===== config.mk =====
export PLATFORM = sky130hd
export DESIGN_NAME = player_bullet
export DESIGN_NICKNAME = d
export VERILOG_FILES = /design/src/rtl/player_bullet.sv
export SDC_FILE = /design/constraint.sdc
export NUM_CORES = 1
export LEC_CHECK = 0
export CORE_UTILIZATION = 56
export DETAILED_ROUTE_END_ITERATION = 16
export GPL_TIMING_DRIVEN = 0
export PLACE_DENSITY = 0.87
export SLEW_MARGIN = 20
export SYNTH_ARGS = -nofsm -noshare
export SYNTH_HDL_FRONTEND = slang
export SYNTH_SLANG_ARGS = --single-unit
export TNS_END_PERCENT = 30

===== constraint.sdc =====
create_clock -name clk -period 4.4 [get_ports clk]
set_input_delay 0.88 -clock clk [delete_from_list [all_inputs] [get_ports clk]]
set_output_delay 0.88 -clock clk [all_outputs]
set_load 0.01 [all_outputs]

===== src/rtl/player_bullet.sv =====
// rtl/player_bullet.sv - player laser: spawns one bullet above the ship, moves it up each frame, renders it
module player_bullet #(
  parameter int BULLET_W        = 2,
  parameter int BULLET_H        = 6,
  parameter int SPEED           = 6,
  parameter int SHIP_Y          = 440,
  parameter int COOLDOWN_FRAMES = 8
) (
  input  logic       clk,
  input  logic       rst_n,
  input  logic       frame_tick,
  input  logic       fire,
  input  logic [9:0] ship_x_pos,
  input  logic [3:0] scale,
  input  logic [9:0] pix_x,
  input  logic [9:0] pix_y,
  input  logic       hit,
  output logic       bullet_on,
  output logic       bullet_active,
  output logic [9:0] bullet_x,
  output logic [9:0] bullet_y,
  output logic       shot_fired
);

  localparam int CD_FRAMES = (COOLDOWN_FRAMES < 1) ? 1 : COOLDOWN_FRAMES;
  localparam int CD_W      = $clog2(CD_FRAMES + 1);

  localparam logic [1:0] S_IDLE     = 2'd0;
  localparam logic [1:0] S_FLYING   = 2'd1;
  localparam logic [1:0] S_COOLDOWN = 2'd2;

  localparam logic [9:0]      SPAWN_Y = 10'(SHIP_Y - BULLET_H);
  localparam logic [9:0]      SPEED_V = 10'(SPEED);
  localparam logic [10:0]     MAX_X   = 11'(640 - BULLET_W);
  localparam logic [10:0]     W_V     = 11'(BULLET_W);
  localparam logic [10:0]     H_V     = 11'(BULLET_H);
  localparam logic [CD_W-1:0] CD_LOAD = CD_W'(CD_FRAMES);
  localparam logic [CD_W-1:0] CD_ONE  = CD_W'(1);

  logic [1:0]      state;
  logic [CD_W-1:0] cd_cnt;
  logic            fire_prev;
  logic            fire_edge;
  logic [10:0]     spawn_sum;
  logic [9:0]      spawn_x;

  // Ship centre column, clamped so the bullet never straddles the right edge.
  assign spawn_sum = {1'b0, ship_x_pos} + (11'(scale) * 11'd6);
  assign spawn_x   = (spawn_sum > MAX_X) ? MAX_X[9:0] : spawn_sum[9:0];
  assign fire_edge = fire & ~fire_prev;

  always_ff @(posedge clk or negedge rst_n) begin
    if (!rst_n) begin
      state      <= S_IDLE;
      bullet_x   <= '0;
      bullet_y   <= '0;
      cd_cnt     <= '0;
      fire_prev  <= 1'b1;
      shot_fired <= 1'b0;
    end else begin
      shot_fired <= 1'b0;
      if (frame_tick) fire_prev <= fire;
      case (state)
        S_IDLE: begin
          if (frame_tick && fire_edge) begin
            state      <= S_FLYING;
            bullet_x   <= spawn_x;
            bullet_y   <= SPAWN_Y;
            shot_fired <= 1'b1;
          end
        end
        S_FLYING: begin
          // A hit takes priority over the frame move in the same cycle.
          if (hit) begin
            state  <= S_COOLDOWN;
            cd_cnt <= CD_LOAD;
          end else if (frame_tick) begin
            if (bullet_y < SPEED_V) begin
              state  <= S_COOLDOWN;
              cd_cnt <= CD_LOAD;
            end else begin
              bullet_y <= bullet_y - SPEED_V;
            end
          end
        end
        S_COOLDOWN: begin
          if (frame_tick) begin
            if (cd_cnt <= CD_ONE) state <= S_IDLE;
            else                  cd_cnt <= cd_cnt - CD_ONE;
          end
        end
        default: state <= S_IDLE;
      endcase
    end
  end

  assign bullet_active = (state == S_FLYING);

  always_comb begin
    bullet_on = 1'b0;
    if (bullet_active &&
        ({1'b0, pix_x} >= {1'b0, bullet_x}) && ({1'b0, pix_x} < ({1'b0, bullet_x} + W_V)) &&
        ({1'b0, pix_y} >= {1'b0, bullet_y}) && ({1'b0, pix_y} < ({1'b0, bullet_y} + H_V)))
      bullet_on = 1'b1;
  end

endmodule


# Word-level counts from Yosys, hierarchy flattened
# Cells that the tools add are included.
[word_totals]
mem_bits_ro = 0
output_inout_bits = 23
elab_cells = 66
ramBits = 0
ff_bits = 28
n_memories = 0
inputBits = 39
latchBits = 0
[classes]
order_cmp = 7
n_mul = 1
mux = 22
div = 0
bitwise_logic = 2
eq_ne = 11
reduce_logical = 12
n_addsub = 5
n_shift = 0
[ops]
columns = ["cell", "n"]
rows = [
  ["10-bit two-way mux", 5],
  ["10-bit by 11-bit < comparator with 1-bit output", 2],
  ["10-bit greater-or-equal comparator", 2],
  ["4-bit two-way mux", 5],
  ["10-bit case mux with 2 select lines", 1],
  ["5-bit AND reduction", 3],
  ["2-bit != test, second input constant", 7],
  ["2-bit two-way mux", 6],
  ["10-bit by 2-bit adder with 11-bit output, second input constant", 1],
  ["10-bit by 3-bit adder with 11-bit output, second input constant", 1],
  ["10-bit by 7-bit adder with 11-bit output", 1],
  ["11-bit by 10-bit greater-than comparator with 1-bit output, second input constant", 1],
  ["10-bit by 3-bit < comparator with 1-bit output, second input constant", 1],
  ["10-bit by 3-bit subtractor with 10-bit output, second input constant", 1],
  ["4-bit case mux with 2 select lines", 1],
  ["4-bit by 2-bit multiplier with 6-bit output, second input constant", 1],
  ["2-bit case mux with 3 select lines", 1],
  ["1-bit logical AND", 5],
  ["4-bit by 1-bit less-or-equal comparator with 1-bit output, second input constant", 1],
  ["2-bit nonzero test", 2],
  ["4-bit by 1-bit subtractor with 4-bit output, second input constant", 1],
  ["1-bit two-way mux", 3],
  ["3-bit by 2-bit != test with 1-bit output, second input constant", 1],
  ["3-bit != test, second input constant", 1],
  ["other kinds (6)", 6],
]

# Depth between registers and ports, before layout
# Gate-level depths: netlist (run 1).
[logic_depth]
word_depth = 6
ltp_mapped = 12
mapped_depth_nobuf = 12

# Least setup slack after synthesis (run 1)
# OpenSTA, ideal clock, no wires.
[synth_path]
path_kind = "input port to flip-flop"
start = "in scale[0]"
end = "reg bullet_x[3]"
slack_ns = 1.123
t_required_ns = 4.321
path_stages = 10
path_buffers = 0
t_arrival_ns = 3.197
setup_ns = 0.079
path_cell_list = "ha_1 -> fa_1 -> xnor2_1 -> ha_1 -> nand4b_1 -> or4b_1 -> a211oi_2 -> a221oi_2 -> a21boi_4 -> a2bb2oi_1"
[synth_between]
elab_chain_cells = 4
[synth_lines]
columns = ["item", "line_no", "source"]
rows = [
  ["start: declaration", "14", "input logic [3:0] scale,"],
  ["4-bit by 2-bit multiplier with 6-bit output *", "48", "assign spawn_sum = {1'b0, ship_x_pos} + (11'(scale) * 11'd6);"],
  ["10-bit by 7-bit adder with 11-bit output *", "48", ""],
  ["11-bit by 10-bit greater-than comparator with 1-bit output", "49", "assign spawn_x = (spawn_sum > MAX_X) ? MAX_X[9:0] : spawn_sum[9:0];"],
  ["10-bit two-way mux *", "49", ""],
  ["end signal: assignment", "67", "bullet_x <= spawn_x;"],
  ["end: declaration", "20", "output logic [9:0] bullet_x,"],
]
# Every way passes the cells marked *; elsewhere a longest branch is shown, timed or not.
# A chain may end at the register's enable or synchronous reset.

# Worst setup path after layout (run 1)
[layout_path]
start = "in scale[1]"
end = "reg bullet_x[1]"
[layout_between]
elab_chain_cells = 4
[layout_lines]
columns = ["item", "line_no"]
rows = [
  ["4-bit by 2-bit multiplier with 6-bit output", "48"],
  ["10-bit by 7-bit adder with 11-bit output", "48"],
  ["11-bit by 10-bit greater-than comparator with 1-bit output", "49"],
  ["10-bit two-way mux", "49"],
]
# No other way between the ends.

==> results of run 1 <==
## flip-flops by register name (all words and copies together), names as in the netlist
register and cells:
cd_cnt 4, bullet_x 10, fire_prev 1, bullet_y 9, shot_fired 1, state 2
## worst max-delay path, cell delays in order
cell	delay, ns
clkdlybuf4s50_1	0.48
ha_1	0.24
fa_1	0.41
xnor2_1	0.14
ha_1	0.41
nand3_1	0.14
o2111ai_1	0.37
o311ai_0	0.19
o21ai_0	0.38
a21boi_4	0.12
o22a_1	0.20
## layer usage
metal | vias up | GRT usage [%] | part of all wire (%) | routed length [um]
li1 | 1346 | - | - | -
met1 | 1261 | 33.6 | 46 | 3100
met2 | 58 | 44.7 | 49 | 3320
met3 | 17 | 2.28 | 2.7 | 182
met4 | 0 | 8.39 | 1.8 | 122
met5 | - | 0 | 0 | 0
## through the flow
stage / cell area [sq um] / hold slack (ns)
after CTS: 3670 / 0.495
after global placement: 3630 / 0.472
after global routing: 3680 / 0.539
final: 3680 / 0.489
after floorplan: 2950 / 0.456
after detailed placement: 3630 / 0.477
## cells in the final DEF (no fill, tap or decap), drive strengths merged, types with 10 or more instances in the layout
master	netlist	layout
nand3	14	14
clkdlybuf4s50	0	57
dfrtp	26	26
nor2	19	19
xnor2	23	23
o21ai	16	16
a21o	10	10
inv	34	34
ha	53	53
a21oi	16	16
nand2	10	10
## synthesized netlist by cell type (all sizes together) (6+ instances only)
cell    n  area (sq um)
ha     53           663
inv    34           128
dfrtp  26           651
xnor2  23           201
nor2   19          81.3
a21oi  16          80.1
o21ai  16          80.1
nand3  14          70.1
a21o   10          75.1
nand2  10          37.5
o21a    9          67.6
and3    6          37.5
nor3    6          35.0
## area by class of cell
cell class | instances | area [sq um] | share of cell area [%]
Clock inverter | 1 | 5.00 | 0.136
Clock buffer | 3 | 41.3 | 1.12
Inverter | 34 | 128 | 3.47
Multi-Input combinational cell | 261 | 2110 | 57.5
Sequential cell | 27 | 677 | 18.4
Timing Repair Buffer | 59 | 588 | 16.0
Tap cell | 70 | 87.6 | 2.38
Buffer | 6 | 35.0 | 0.953
## power by group through the flow
stage / clock network (mW) / registers [mW] / logic, mW
4_1_cts: 0.141 / 0.479 / 1.19
5_1_grt: 0.154 / 0.496 / 1.34
2_1_floorplan: 0 / 0.480 / 0.774
6_report: 0.142 / 0.482 / 1.19
3_3_place_gp: 0 / 0.481 / 1.12
3_5_place_dp: 0 / 0.484 / 1.18
## kinds of logic (layout without fill, tap and decap cells)
family / Yosys count / after routing / synth area share [%]
compound gates: 95 / 95 / 23.9
simple gates: 85 / 85 / 16.3
fa+ha+maj: 55 / 55 / 23.8
buf+inv: 40 / 103 / 5.51
flops: 27 / 27 / 22.9
xor+xnor: 25 / 25 / 7.41
other cells: 1 / 1 / 0.127
## final timing paths
kind / cells after the start / end / startpoint
min in group asynchronous: 1 / bullet_y[2] / rst_n
min reg2reg: 2 / fire_prev / fire_prev
max: 11 / bullet_x[1] / scale[1]
min: 2 / fire_prev / fire_prev
max in group asynchronous: 1 / cd_cnt[3] / rst_n
max reg2reg: 7 / cd_cnt[0] / bullet_y[5]
==> flow_summary.toml, run 1 <==
[status]
status = "finished clean"

[flow_run]
drv_cap = 0

[final_layout]
fin_util_pct = 72.0
synthToLayoutAreaGrowth_pct = 24.4
n_fill_cell = 431
final-instance-count-excl-fill = 461
fin_nets = 486
n_antenna_cell = 0
drive_above_1_share_pct = 5.63

[worst_setup_path]
crit_arrival_ns = 3.97
worst_setup_path_start_kind = "input pin"
cp_max_fo = 7
critical_path_class = "in2reg"
r2r_setup_slack_ns = 2.26
required_ns = 4.56
end_kind = "register"

[clocking]
cts_tree = "yes"
cts_max_level = 1
cts_buffer_depth = 2
cts.root.buffer_cell = "clkbuf_8"
clk_latency_ns = 0.27
path_clk_slew_ns = 0.10
cts_resized = 0
clock_sinks = 27
cts_buffers = 3
post_cts_buffers = 0
ctsHoldBuffers = 0

[pwr]
p_leak_nw = 1.71
power_mw = 1.81
p_per_area_nw_per_um2 = 493
power_switching_uw = 811
power.combinational.fraction_pct = 65.6
power_frac_seq_pct = 26.6
irDropWorstVdd_mv = 0.268
clkPwrFrac_pct = 7.8
p_int_uw = 1000
p_sw_share_pct = 44.8

[floorplanning]
io_pins = 62
rows = 26
dieHeight_um = 74.6
dieWidth_um = 74.6
start_util_pct = 57.8
dieArea_sq_um = 5570
coreArea_sq_um = 5110

[sta]
worst-slew-pin-transition_ns = 0.710
fin_tns_setup_ns = 0
period_needed_ns = 3.81
grt_setup_unrepaired = "false"
fmax_mhz = 262
setup_ws_ns = 0.590
fin_crit_sh_pct = 86.6
setup_viol = 0
hold_violations = 0
relSlewSlack_pct = 52.4
fin_skew_ns = 0.00481
slew_violations = 0

[place]
pre_cts_slack_ns = 0.196
gp_congestion = 0.838
dpl.hpwl_um = 5540
numPortBuffers = 59
dp_cells = 457

[global_route]
gr-total-overflow = 0
antenna_found_initial = 0
grt_pass1_wl_um = 11200
first_global_vias = 2631
grt_max_degree = 28
gr-usage-all-layers_pct = 25.6

[yosys]
async_reset_ff_share_pct = 100
avgSynthCellArea_sq_um = 9.01
ys_ff_latch = 27
synthDistinctLibCells = 64
syn_area_sq_um = 2950
synth-main-ff-cell = "dfrtp_1"
yosysWarnings = 0
syn-num-nets = 422
synthCells = 328
synth-edff-count = 0
synth_seq_area_share_pct = 22.9

[route]
wl_per_cell_um = 14.6
drc_errors = 0
drt-vias-per-instance = 5.82
routed_wl_um = 6720
num_vias = 2682
drtIter0Drc = 111
ant_nets = 0
first_pass_iters = 4

[min_path]
min-delay-path-class = "reg2reg"
(Power assumes the default switching activity.)
==> run 2, diff against run 1 <==
- CORE_UTILIZATION: 56 -> 47
- PLACE_DENSITY: 0.87 -> 0.73
- SLEW_MARGIN: 20 -> not set
- clock period: 4.4 -> 3.1 ns (I/O delays scaled with it)
==> run 2 against run 1 <==
The flow now finishes with violations (negative setup slack). Sequential power grew 28%. Setup slack lost 0.61 ns. Cell area grew 7.2%. Critical endpoint is now bullet_on.
==> flow_summary.toml, run 2 (synthesis gave the netlist of run 1 again) <==
[floorplanning]
dieWidth_um = 81.3
io_pins = 62
dieArea_sq_um = 6610
dieHeight_um = 81.3
rows = 28
start_util_pct = 49.3
coreArea_sq_um = 5990

[clocking]
cts_buffers = 3
cts_tree = "yes"
clk_latency_ns = 0.27
clock_sinks = 27
cts.root.buffer_cell = "clkbuf_8"
path_clk_slew_ns = 0.09
cts_max_level = 1
cts_buffer_depth = 2

[worst_setup_path]
crit_chain = "and3_4 > and3_4 > nand3_4 > xnor2_2 > ha_1 > o2111a_1 > o31ai_1 > a21oi_1 > o311a_1 > nor4b_2 > buf_2"
r2r_setup_slack_ns = 0.90
cp_slowest_cell = "dfrtp_2"
cp_max_fo = 2
crit_buf_inv = 1
r2r_start = "bullet_y[5]"
crit_family = "simple AND/OR/NAND/NOR gates"
cp_common_cell = "and3_4"
crit_arrival_ns = 2.50
critical_path_class = "reg2out"
required_ns = 2.48
end_kind = "output port"
r2r_cells = 8
max_stage_delay_ns = 0.37
reg2reg_to = "bullet_y[7]"
worst_setup_path_start_kind = "register"

[pwr]
power_mw = 2.82
p_per_area_nw_per_um2 = 715
irDropWorstVdd_mv = 0.428
p_leak_nw = 1.80

[route]
wl_per_cell_um = 14.1
num_vias = 2694
first_pass_iters = 4
drc_errors = 0
drt-vias-per-instance = 5.55
drtIter0Drc = 84
ant_nets = 0
routed_wl_um = 6840

[sta]
fin_skew_ns = 0.00197
hold_ws_ns = 0.497
period_needed_ns = 3.12
grt_setup_unrepaired = "true"
relSlewSlack_pct = 20.6
fin_tns_setup_ns = -0.0183
setup_viol = 1
worst-slew-pin-transition_ns = 1.19
fin_crit_sh_pct = 101
hold_violations = 0
slew_violations = 0
setup_ws_ns = -0.0183
fmax_mhz = 321

[status]
status = "complete, but fails checks"
violations = "negative setup slack"

[final_layout]
top_regs = "bullet_x: 10 flops, bullet_y: 9 flops, cd_cnt: 4 flops"
final_cell_mix = "clkdlybuf4s50_1 (54), ha_1 (47), inv_1 (33)"
finish.instance_area_sq_um = 3940
synthToLayoutAreaGrowth_pct = 33.4
final-instance-count-excl-fill = 485
drive_above_1_share_pct = 18.0
final_common_cell = "clkdlybuf4s50_1"
fin_nets = 505
regMostFlops = "bullet_x"
n_antenna_cell = 0
n_fill_cell = 519
largest_reg_flops = 10
multiInputGateArea_sq_um = 2240
regArea_sq_um = 686
fin_util_pct = 65.8

[global_route]
gr-usage-all-layers_pct = 21.2
gr-total-overflow = 0
grt_pass1_wl_um = 11300
antenna_found_initial = 0
grt_max_degree = 28
first_global_vias = 2520

[place]
pre_cts_slack_ns = -0.650
dp_cells = 462
numPortBuffers = 59
dpl.hpwl_um = 5310
gp_congestion = 0.813
post_dp_cell_area_sq_um = 3640

[min_path]
hp-start = "fire_prev"
min-delay-path-class = "reg2reg"
hold_end = "fire_prev"
hold_depth = 2

[flow_run]
drv_cap = 0
## run 2: power by group
group,switching (mW),internal (mW)
Clock,0.109,0.0900
Sequential,0.124,0.492
Combinational,0.981,1.02
## run 2: repair_timing
| action | in CTS | in global routing |
|---|---|---|
| buffers inserted | 17 | 3 |
| resized for setup | 39 | 15 |
| hold buffers | 0 | 0 |
| setup endpoints to repair | 10 | 8 |
| pin swaps | 15 | 4 |
## run 2: metal layers
| metal | track usage (%) | vias up | part of all wire (%) |
|---|---|---|---|
| met5 | 0 | - | 0 |
| met3 | 1.35 | 4 | 2.1 |
| met1 | 30.0 | 1271 | 50 |
| li1 | - | 1378 | - |
| met2 | 35.8 | 41 | 48 |
| met4 | 3.57 | 0 | 0.31 |
## run 2: how the worst max path moves through the flow
stage / endpoint / start / cells after the start / slack (ns)
floorplan: bullet_x[3] / scale[0] / 10 / 0.08
global placement: bullet_x[1] / scale[1] / 11 / -0.62
detailed placement: bullet_x[1] / scale[1] / 11 / -0.65
CTS: bullet_on / bullet_x[5] / 11 / -0.02
global route: bullet_on / bullet_x[5] / 11 / -0.11
finish: bullet_on / bullet_x[3] / 11 / -0.02
## run 2: area by class of cell
type	count	area share (%)
Timing Repair Buffer	79	18.3
Inverter	34	3.24
Clock buffer	3	1.05
Multi-Input combinational cell	261	56.8
Sequential cell	27	17.4
Clock inverter	1	0.127
Tap cell	75	2.38
Buffer	5	0.794
## run 2: worst reg2reg max path, delay by kind of cell (launching register included)
family,cells,cell delay [ns]
AOI/OAI and AO/OA,1,0.38
xor gates and xnor gates,1,0.13
buffers and inverters,2,0.31
DFF,1,0.42
and+or+nand+nor,4,0.83
